===== src/rtl/sevenseg_pkg.sv =====
`default_nettype none
// ============================================================================
// Module   : sevenseg_pkg
// Brief    : Register offsets, CTRL layout and glyph table for the 7-seg driver
// Revision : 1.0  initial release
// ============================================================================
package sevenseg_pkg;

    localparam logic [2:0] OFF_DATA   = 3'd0;
    localparam logic [2:0] OFF_DPMASK = 3'd1;
    localparam logic [2:0] OFF_CTRL   = 3'd2;
    localparam logic [2:0] OFF_STATUS = 3'd3;

    localparam int CTRL_EN_BIT     = 0;
    localparam int CTRL_BRIGHT_LSB = 1;
    localparam int CTRL_LZB_BIT    = 4;

    typedef struct packed {
        logic       lzb;
        logic [2:0] bright;
        logic       enable;
    } ctrl_t;

    // Active-high {g,f,e,d,c,b,a}; entry 0 is the rightmost element.
    localparam logic [15:0][6:0] GLYPH_ROM = {
        7'h71, 7'h79, 7'h5E, 7'h39, 7'h7C, 7'h77, 7'h6F, 7'h7F,
        7'h07, 7'h7D, 7'h6D, 7'h66, 7'h4F, 7'h5B, 7'h06, 7'h3F
    };

endpackage
`default_nettype wire


===== src/rtl/sevenseg_glyph_dec.sv =====
`default_nettype none
// ============================================================================
// Module   : sevenseg_glyph_dec
// Brief    : Combinational hex nibble to active-high 7-segment glyph
// Revision : 1.0  initial release
// ============================================================================
module sevenseg_glyph_dec
    import sevenseg_pkg::*;
(
    input  logic [3:0] nibble,
    output logic [6:0] glyph
);

    always_comb glyph = GLYPH_ROM[nibble];

endmodule
`default_nettype wire


===== src/rtl/peripheral_sevenseg.sv =====
`default_nettype none
// ============================================================================
// Module   : peripheral_sevenseg
// Brief    : Memory-mapped multiplexed 7-segment driver with PWM brightness.
//            Define SEVENSEG_LZB_EN to enable leading-zero blanking (CTRL[4]).
// Revision : 1.0  initial release
// ============================================================================
module peripheral_sevenseg
    import sevenseg_pkg::*;
#(
    parameter int NUM_DIGITS = 4,
    parameter int SLOT_W     = 14
) (
    input  logic                  clk,
    input  logic                  reset,
    input  logic [15:0]           d_in,
    input  logic                  cs,
    input  logic [4:0]            addr,
    input  logic                  rd,
    input  logic                  wr,
    output logic [31:0]           d_out,
    output logic [6:0]            seg_n,
    output logic                  dp_n,
    output logic [NUM_DIGITS-1:0] an_n
);

    localparam int DATA_W = 4 * NUM_DIGITS;
    localparam int IDX_W  = (NUM_DIGITS > 1) ? $clog2(NUM_DIGITS) : 1;

    logic [DATA_W-1:0]     r_data;
    logic [NUM_DIGITS-1:0] r_dpmask;
    ctrl_t                 r_ctrl;
    logic [SLOT_W-1:0]     r_cnt;
    logic [IDX_W-1:0]      r_idx;

    logic [31:0] w_rdata;
    logic        w_lit;
    logic        w_blank;
    logic [3:0]  w_nibble;
    logic [6:0]  w_glyph;
    logic        w_unused;

    assign w_unused = ^addr[1:0];

    always_ff @(posedge clk) begin
        if (reset) begin
            r_data   <= '0;
            r_dpmask <= '0;
            r_ctrl   <= '0;
        end else if (cs && wr) begin
            case (addr[4:2])
                OFF_DATA:   r_data   <= d_in[DATA_W-1:0];
                OFF_DPMASK: r_dpmask <= d_in[NUM_DIGITS-1:0];
                OFF_CTRL: begin
                    r_ctrl.enable <= d_in[CTRL_EN_BIT];
                    r_ctrl.bright <= d_in[CTRL_BRIGHT_LSB +: 3];
`ifdef SEVENSEG_LZB_EN
                    r_ctrl.lzb    <= d_in[CTRL_LZB_BIT];
`endif
                end
                default: ;
            endcase
        end
    end

    // STATUS masks idx while disabled so the one cycle before the clear lands is hidden.
    always_comb begin
        w_rdata = '0;
        case (addr[4:2])
            OFF_DATA:   w_rdata[DATA_W-1:0]     = r_data;
            OFF_DPMASK: w_rdata[NUM_DIGITS-1:0] = r_dpmask;
            OFF_CTRL:   w_rdata[4:0]            = r_ctrl;
            OFF_STATUS: begin
                w_rdata[IDX_W-1:0] = r_ctrl.enable ? r_idx : '0;
                w_rdata[2]         = w_lit;
            end
            default: ;
        endcase
    end

    always_ff @(posedge clk) begin
        if (reset) begin
            d_out <= '0;
        end else if (cs && rd) begin
            d_out <= w_rdata;
        end
    end

    always_ff @(posedge clk) begin
        if (reset || !r_ctrl.enable) begin
            r_cnt <= '0;
            r_idx <= '0;
        end else begin
            r_cnt <= r_cnt + 1'b1;
            if (&r_cnt) begin
                r_idx <= (r_idx == IDX_W'(NUM_DIGITS - 1)) ? '0 : r_idx + 1'b1;
            end
        end
    end

    // cnt==0 is kept dark so the anode switch never shows the previous digit.
    assign w_lit    = r_ctrl.enable && (r_cnt != '0) && (r_cnt[SLOT_W-1 -: 3] <= r_ctrl.bright);
    assign w_nibble = r_data[4*r_idx +: 4];

    sevenseg_glyph_dec u_glyph_dec (
        .nibble (w_nibble),
        .glyph  (w_glyph)
    );

`ifdef SEVENSEG_LZB_EN
    logic [IDX_W-1:0] w_highest;

    always_comb begin
        w_highest = '0;
        for (int i = 1; i < NUM_DIGITS; i++) begin
            if (r_data[4*i +: 4] != 4'd0) w_highest = IDX_W'(i);
        end
    end

    assign w_blank = r_ctrl.lzb && (r_idx > w_highest);
`else
    assign w_blank = 1'b0;
`endif

    always_ff @(posedge clk) begin
        if (reset || !w_lit) begin
            an_n  <= '1;
            seg_n <= 7'h7F;
            dp_n  <= 1'b1;
        end else begin
            dp_n <= ~r_dpmask[r_idx];
            if (w_blank) begin
                an_n  <= '1;
                seg_n <= 7'h7F;
            end else begin
                an_n  <= ~(NUM_DIGITS'(1) << r_idx);
                seg_n <= ~w_glyph;
            end
        end
    end

endmodule
`default_nettype wire


===== config.mk =====
export PLATFORM = sky130hd
export DESIGN_NAME = peripheral_sevenseg
export DESIGN_NICKNAME = d
export VERILOG_FILES = /design/src/rtl/sevenseg_pkg.sv /design/src/rtl/sevenseg_glyph_dec.sv /design/src/rtl/peripheral_sevenseg.sv
export SDC_FILE = /design/constraint.sdc
export NUM_CORES = 1
export LEC_CHECK = 0
export CAP_MARGIN = 0
export CORE_MARGIN = 5
export CORE_UTILIZATION = 51
export DETAILED_ROUTE_END_ITERATION = 7
export PLACE_DENSITY = 0.88
export SLEW_MARGIN = 20
export SYNTH_ARGS = -nofsm -noshare
export SYNTH_HDL_FRONTEND = slang
export SYNTH_SLANG_ARGS = --single-unit

===== constraint.sdc =====
create_clock -name clk -period 2.5 [get_ports clk]
set_input_delay 0.375 -clock clk [delete_from_list [all_inputs] [get_ports clk]]
set_output_delay 0.375 -clock clk [all_outputs]
set_load 0.01 [all_outputs]

-- Word level (Yosys, flattened, before mapping)
Memory sizes are Yosys's and may differ from the RTL's.
Index checks and enable logic that the tools add are counted.
- add/sub/neg operators: 2
- $lt $le $gt $ge: 3
- eq/ne operators: 4
- shifts and indexed selects: 2
- muxes and demuxes: 9
- bitwise gates (word level): 3
- reductions and logical operators: 14
- operator list (operator ; count):
    16-bit by 5-bit indexed part select with 4-bit output ; 1
    14-bit by 1-bit adder with 14-bit output, second input constant ; 1
    14-bit AND reduction ; 1
    14-bit nonzero test ; 1
    3-bit case mux with 4 select lines ; 1
    11-bit 2-to-1 mux ; 1
    7-bit 2-to-1 mux ; 1
    7-bit inverter ; 1
    3-bit by 2-bit equality test with 1-bit output, second input constant ; 2
    2-bit AND reduction ; 3
    4-bit by 5-bit < comparator with 1-bit output, second input constant ; 1
    1-bit logical AND ; 4
    2-bit 2-to-1 mux ; 2
    4-bit inverter ; 1
    1-bit by 2-bit left shift with 4-bit output, first input constant ; 1
    3-bit by 1-bit equality test with 1-bit output, second input constant ; 1
    3-bit less-or-equal comparator ; 1
    3-bit logical NOT ; 1
    2-bit by 3-bit < comparator with 1-bit output, second input constant ; 1
    1-bit case mux with 3 select lines ; 1
    2-bit by 1-bit adder with 2-bit output, second input constant ; 1
    1-bit binary-select mux with 2-bit select ; 1
    2-bit equality test, second input constant ; 1
    1-bit logical NOT ; 2
    other kinds (3) ; 5
- bits in registers: 68
- ROM bits: 112
- input port bits: 26
- output and inout port bits: 44
- word-level logic and storage cells: 48
- memories: 1
- memories (name ; words ; bits a word ; read ports ; clocked after Yosys merged registers in ; write ports ; line ; text):
    (no name shown) ; 16 ; 7 ; 1 ; 0 ; 0 ; sevenseg_glyph_dec.sv:14 ; always_comb glyph = GLYPH_ROM[nibble];

-- Logic depth before layout (Yosys ltp)
Gate-level depths: netlist of run 1.
- depth after elaboration: 5
- mapped depth: 8
- mapped depth without buffers: 7

-- Cells and area by module
Synthesis of run 1 repeated with hierarchy kept, for this count alone.
- cell total of the unflattened synthesis: 350
- area total of the unflattened synthesis: 3220.6 sq um
- by module, submodules not included (module ; times used ; cells each ; area an instance (sq um) ; sequential area each (sq um)):
    peripheral_sevenseg ; 1 ; 317 ; 2932.8 ; 1361.3
    sevenseg_glyph_dec ; 1 ; 33 ; 287.8 ; 0.0

-- Least setup slack after synthesis of run 1
No wires, ideal clock.
- path type: flip-flop to flip-flop
- from: reg r_idx[0]
- to: reg seg_n[0]
- library setup time: 101 ps
- data arrival time: 1882 ps
- required time: 2399 ps
- slack: 517 ps
- stages on the path, launching flop included: 9
- buffers on the path: 1
- period minus slack after synthesis: 1983 ps
- cell sequence: dfxtp_1 > buf_4 > mux4_2 > inv_1 > ha_1 > nor2_1 > nand3_1 > o31ai_1 > o41ai_1
- cells in the longest elaborated chain, start to end: 4
- ends and longest elaborated chain (what ; line ; text):
    start, declared ; peripheral_sevenseg.sv:34 ; logic [IDX_W-1:0] r_idx;
    start signal, assigned ; peripheral_sevenseg.sv:96 ; r_idx <= (r_idx == IDX_W'(NUM_DIGITS - 1)) ? '0 : r_idx + 1'b1;
    16-bit by 5-bit indexed part select with 4-bit output ; peripheral_sevenseg.sv:103 ; assign w_nibble = r_data[4*r_idx +: 4];
    memory read 16 x 7 bit ; - ;
    7-bit 2-to-1 mux (implied by the code) ; sevenseg_glyph_dec.sv:14 ;
    7-bit inverter ; peripheral_sevenseg.sv:137 ; seg_n <= ~w_glyph;
    end signal, assigned ; peripheral_sevenseg.sv:137 ;
    end, declared ; peripheral_sevenseg.sv:22 ; output logic [6:0] seg_n,
No other way between the ends. The select of a mux whose other input is x is not followed.
A chain may end at the register's enable or synchronous reset.

-- Worst setup path in the final report of run 1
Same ends and word-level chain as after synthesis.

==> results of run 1 <==
[report_power, final]
| part | internal, µW | total [µW] | switching, µW |
|---|---|---|---|
| clock | 384 | 799 | 415 |
| combinational | 56.6 | 122 | 65.0 |
| sequential | 1090 | 1090 | 6.16 |
[per-stage QoR]
stage                     hold slack, ns  utilization (%)  instances  area [µm²]  total power (µW)
final                             0.4629            63.38        483        4001              2016
after global routing              0.4986            63.38        483        4001              2100
after CTS                         0.4721            63.38        483        4001              2033
after detailed placement          0.4618            60.68        467        3831              1239
after global placement            0.4408            60.68        467        3831              1236
after floorplan                   0.4300                -        363        3353              1200
[per-layer routing]
metal | up-vias | share of wire (%) | global-route usage [%]
li1 | 1288 | - | -
met1 | 1270 | 42 | 20.34
met2 | 57 | 52 | 32.26
met3 | 14 | 4.1 | 4.583
met4 | 0 | 2.0 | 7.196
met5 | - | 0 | 0
[cells in the final DEF, fill, tap and decap left out, drive strengths merged, types with 4 or more instances in the layout]
cell type and n:
o21ai 5, nand2 21, mux2i 31, dfxtp 68, nor2 58, mux4 6
clkdlybuf4s50 51, nand4 4, xnor2 6, nor4 8, buf 9, conb 16
nand3 5, a22oi 14, inv 18, o211ai 4, ha 14, clkbuf 12
a21oi 6, xor2 7, mux2 5
[state kept, by name (all words and copies together) (netlist names)]
signal    cells
r_dpmask      4
r_cnt        14
seg_n         7
dp_n          1
an_n          4
r_data       16
r_idx         2
r_ctrl        4
d_out        16
[tightest hold or removal path, stage by stage, from the launching register on]
cell and delay, ns:
dfxtp_1 0.31, nand2_1 0.05, a21oi_1 0.06
[cell type report]
class | instances | area [µm²] | area share, %
Tap cell | 77 | 96.34 | 2.408
Timing Repair Buffer | 60 | 578.1 | 14.45
Clock buffer | 12 | 145.1 | 3.627
Multi-Input combinational cell | 244 | 1728 | 43.18
Sequential cell | 68 | 1361 | 34.02
Inverter | 18 | 67.56 | 1.689
Clock inverter | 4 | 25.02 | 0.6254
[cell families after synthesis]
logic type	synth area share [%]
flip-flops	41.29
multiplexers	15.33
AND/OR/NAND/NOR	17.00
AO/OA/AOI/OAI	9.488
other	0.1137
adder cells (fa/ha/maj)	5.313
XOR/XNOR	3.454
buffers and inverters	8.007
[worst max-delay path by stage]
stage	start	to	slack, ns	depth (start not counted)
floorplan	r_idx[0]$_SDFFE_PP0P_	seg_n[0]$_SDFF_PP1_	0.52	8
global placement	addr[2]	d_out[1]$_SDFFE_PP0P_	0.42	4
detailed placement	addr[3]	r_data[12]$_SDFFE_PP0P_	0.38	5
CTS	r_idx[0]$_SDFFE_PP0P_	seg_n[0]$_SDFF_PP1_	0.45	7
global route	r_idx[0]$_SDFFE_PP0P_	seg_n[0]$_SDFF_PP1_	0.28	7
finish	r_idx[0]$_SDFFE_PP0P_	seg_n[0]$_SDFF_PP1_	0.47	7
==> flow_summary.ini, run 1 <==
[sta]
finClkSkew_ns = 0.008006
fin_tns_setup_ns = 0
slew_violations = 0
worst_pin_slew_ns = 0.8808
period_needed_ns = 2.028
setup_slack_ns = 0.4720
setup_viol = 0
max_freq_ghz = 0.4931
period_share_pct = 81.12
slew_headroom_pct = 40.74
rsz0062_at_grt = no
finalHoldViolCount = 0

[die]
die-area_um2 = 8172
die_w_um = 90.40
start_util_pct = 52.22
die_y_um = 90.40
fp.coreArea_um2 = 6314
io-pin-count = 70
rows = 29

[worst_setup_path]
worst-r2r-cell-count = 7
arrival_ns = 2.26
critPathCaptureType = flip-flop
cp.required_ns = 2.73
r2r-start = r_idx[0]$_SDFFE_PP0P_
start_kind = flip-flop
reg2reg_slack_ns = 0.47
rr_endpoint = seg_n[0]$_SDFF_PP1_
crit_type = flip-flop to flip-flop
path_buf_inv = 1
crit_path_max_incr_delay_ns = 0.60
worstPathCellList = mux4_2, inv_1, ha_1, nor2_1, nand3_1, o31ai_1, o41ai_1
slowest_stage = mux4_2
critPathTopFamily = multiplexers
cp_max_fo = 6

[power]
power_density_nw_per_um2 = 503.8
leakage_uw = 0.001452
ir_worst_vdd_mv = 0.4039

[final_layout]
n_fill_cell = 526
drive_gt1_share_pct = 10.10
nets = 441
insertedDiodeCount = 0
syn_to_final_growth_pct = 21.37

[synthesis]
yosysMostFrequentCell = dfxtp_1
async_flop_share_pct = 0
avgSynthCellArea_um2 = 9.474
synth_largest_area_cell = dfxtp_1
netlist_top_cells_area = dfxtp_1, mux2i_1, nor2_1, ha_1, buf_4
synth-seq-area-share_pct = 41.29
synth.top_cells.by_count = dfxtp_1, nor2_1, mux2i_1
ys_ff_latch = 68
syn-instance-count = 348
ys_warn_count = 0
ys.flop_type = dfxtp_1
synth_cell_types = 50
synth_edf_count = 0
synth_area_um2 = 3297
yosysTopAreaCellShare_pct = 41.29

[clocking]
post_cts_buffers = 0
cts_sinks = 68
clock_path_buffers = 2
cts-buffers-inserted = 9
clk_pin_slew_ns = 0.07
cts_tree = built
post_cts_resized = 0
clk-insertion-delay-late_ns = 0.34
cts_max_level = 3
cts_hold_buf = 0
cts_root_buf = clkbuf_8

[detailed_routing]
drt_iter0_markers = 131
via_count = 2629
routedWlPerCell_um = 14.89
ant_nets = 0
drt-pass1-iter-count = 4
drt_wl_total_um = 7190
vias_per_cell = 5.443
drc = 0

[grt]
grt_max_degree = 41
grt_pass1_vias = 2663
grt_util_all_layers_pct = 18.05
grt_pass1_wl_um = 12190
overflow = 0
antenna_found_initial = 0

[run_status]
outcome = finished, final reports clean

[min_path]
hp-start = d_out[0]$_SDFFE_PP0P_
hold_end = d_out[0]$_SDFFE_PP0P_
min_path_type = flip-flop to flip-flop
holdPathStages = 2

[place]
hpwl_um = 5149
preCtsSetupSlack_ns = 0.3824
portBuffers = 51
place.gp.congestion = 0.8512

[run]
max_cap_violations = 0
(Power assumes the default switching activity.)
==> run 2, diff against run 1 <==
--- a/config.mk
+++ b/config.mk
@@ -7,9 +7,9 @@
 export LEC_CHECK = 0
 export CAP_MARGIN = 0
 export CORE_MARGIN = 5
-export CORE_UTILIZATION = 51
+export CORE_UTILIZATION = 46
 export DETAILED_ROUTE_END_ITERATION = 7
-export PLACE_DENSITY = 0.88
+export PLACE_DENSITY = 0.84
 export SLEW_MARGIN = 20
 export SYNTH_ARGS = -nofsm -noshare
 export SYNTH_HDL_FRONTEND = slang
==> constraint.sdc (replaced) <==
create_clock -name clk -period 1.8 [get_ports clk]
set_input_delay 0.27 -clock clk [delete_from_list [all_inputs] [get_ports clk]]
set_output_delay 0.27 -clock clk [all_outputs]
set_load 0.01 [all_outputs]
==> run 2 against run 1 <==
Against the previous run:
- cell area rose by 7.3%
- setup slack got worse by 0.47 ns
- sequential power rose by 39%
- largest cell class unchanged
- largest power group unchanged
==> flow_summary.ini, run 2 (synthesized netlist as in run 1, its figures left out) <==
[place]
hpwl_um = 5278
place.gp.congestion = 0.8726
portBuffers = 51
placed_area_um2 = 4021
preCtsSetupSlack_ns = -0.04473

[grt]
grt_max_degree = 41
grt_util_all_layers_pct = 17.12
overflow = 0
grt_pass1_vias = 2657
antenna_found_initial = 0
grt_pass1_wl_um = 12120

[detailed_routing]
drt-pass1-iter-count = 4
routedWlPerCell_um = 14.36
via_count = 2689
drt-met1-wl_um = 3131
wl_met3_um = 418
wl_met2_um = 3801
drt_iter0_markers = 119
drc = 0
vias_per_cell = 5.141
drt_wl_total_um = 7509
ant_nets = 0
highest_layer = met4

[worst_setup_path]
critPathCaptureType = flip-flop
worstPathCellList = mux4_2, inv_2, ha_2, nor2_1, nand3_1, o31ai_1, o41ai_1
r2r-start = r_idx[0]$_SDFFE_PP0P_
slowest_stage = mux4_2
cp_max_fo = 4
arrival_ns = 2.03
crit_path_max_incr_delay_ns = 0.57
cp.required_ns = 2.04
crit_type = flip-flop to flip-flop
start_kind = flip-flop
crit_start = r_idx[0]$_SDFFE_PP0P_

[run_status]
outcome = finished, final reports clean

[run]
max_cap_violations = 0

[die]
die_y_um = 94.66
rows = 30
io-pin-count = 70
start_util_pct = 48.00
die-area_um2 = 8961
die_w_um = 94.66
fp.coreArea_um2 = 6869

[final_layout]
utilization_pct = 62.50
seq_area_um2 = 1370
n_fill_cell = 541
final_cell_mix = dfxtp_1, nor2_1, clkdlybuf4s50_1
multi_input_area_um2 = 1804
final_common_cell = dfxtp_1
syn_to_final_growth_pct = 30.21
final_cell_area_um2 = 4293
largestRegisters = d_out x16, r_data x16, r_cnt x14
nets = 462
insertedDiodeCount = 0
drive_gt1_share_pct = 19.91

[clocking]
cts_root_buf = clkbuf_8
cts-buffers-inserted = 9
clk-insertion-delay-late_ns = 0.35
clk_pin_slew_ns = 0.08
cts_hold_buf = 0
clock_path_buffers = 2
cts_sinks = 68
cts_max_level = 3
cts_tree = built

[sta]
rsz0062_at_grt = yes
slew_violations = 0
max_freq_ghz = 0.5576
period_needed_ns = 1.793
holdWs_ns = 0.4581
finClkSkew_ns = 0.01003
setup_slack_ns = 0.006513
finalHoldViolCount = 0
period_share_pct = 99.64
setup_viol = 0

[power]
total_power_uw = 2847
ir_worst_vdd_mv = 0.2750
leakage_uw = 0.001571
power_density_nw_per_um2 = 663.1

[min_path]
min_path_type = flip-flop to flip-flop
hp-start = d_out[0]$_SDFFE_PP0P_
run 2: cell types whose count changed in the layout (fill, tap and decap cells not counted), sizes merged:
cell      before  now
clkbuf        12    9
inv           18   21
clkinv         2    1
clkinvlp       2    3
buf            9   30
run 2: worst paths after layout:
check / depth (start not counted) / slack, ns / endpoint
worst min-delay path: 2 / 0.46 / d_out[0]$_SDFFE_PP0P_
worst max register to register: 7 / 0.007 / seg_n[0]$_SDFF_PP1_
worst max-delay path: 7 / 0.007 / seg_n[0]$_SDFF_PP1_
worst min register to register: 2 / 0.46 / d_out[0]$_SDFFE_PP0P_
run 2: report_power, final:
group          leakage (µW)  switching (µW)  internal [µW]
Combinational      0.000937            94.3           87.6
Sequential         0.000551            7.74           1510
Clock             0.0000829             632            515
Total               0.00157             734           2110
run 2: cell type report:
class	instances	share of cell area [%]
clock buffer	9	2.885
clock inverter	7	1.341
inverter	18	1.574
multi-input combinational	244	42.03
sequential	68	31.91
tap	96	2.798
timing repair buffer	81	17.46
run 2: critical path, delay by kind of cell, from the launching register on:
family | cells | cell delay (ns)
flip-flops | 1 | 0.37
multiplexers | 1 | 0.57
AO/OA/AOI/OAI | 2 | 0.33
buffers and inverters | 1 | 0.11
AND/OR/NAND/NOR | 2 | 0.11
adder cells (fa/ha/maj) | 1 | 0.20
run 2: per-stage QoR:
stage	TNS, ns	cells
after global placement	0	505
after CTS	0	521
after global routing	-0.2512	523
final	0	523
after floorplan	-0.006261	363
after detailed placement	-0.04751	505
run 2: per-layer routing:
metal  up-vias  track usage (%)
met2        85            29.95
met3        18            4.462
met5         -                0
met4         0            6.370
met1      1263            20.00
li1       1323                -
run 2: timing repair:
action	in CTS	in global routing
setup endpoints to repair	1	9
gates cloned	0	1
gates resized for setup	3	18
buffers inserted	0	1
pin swaps	1	7
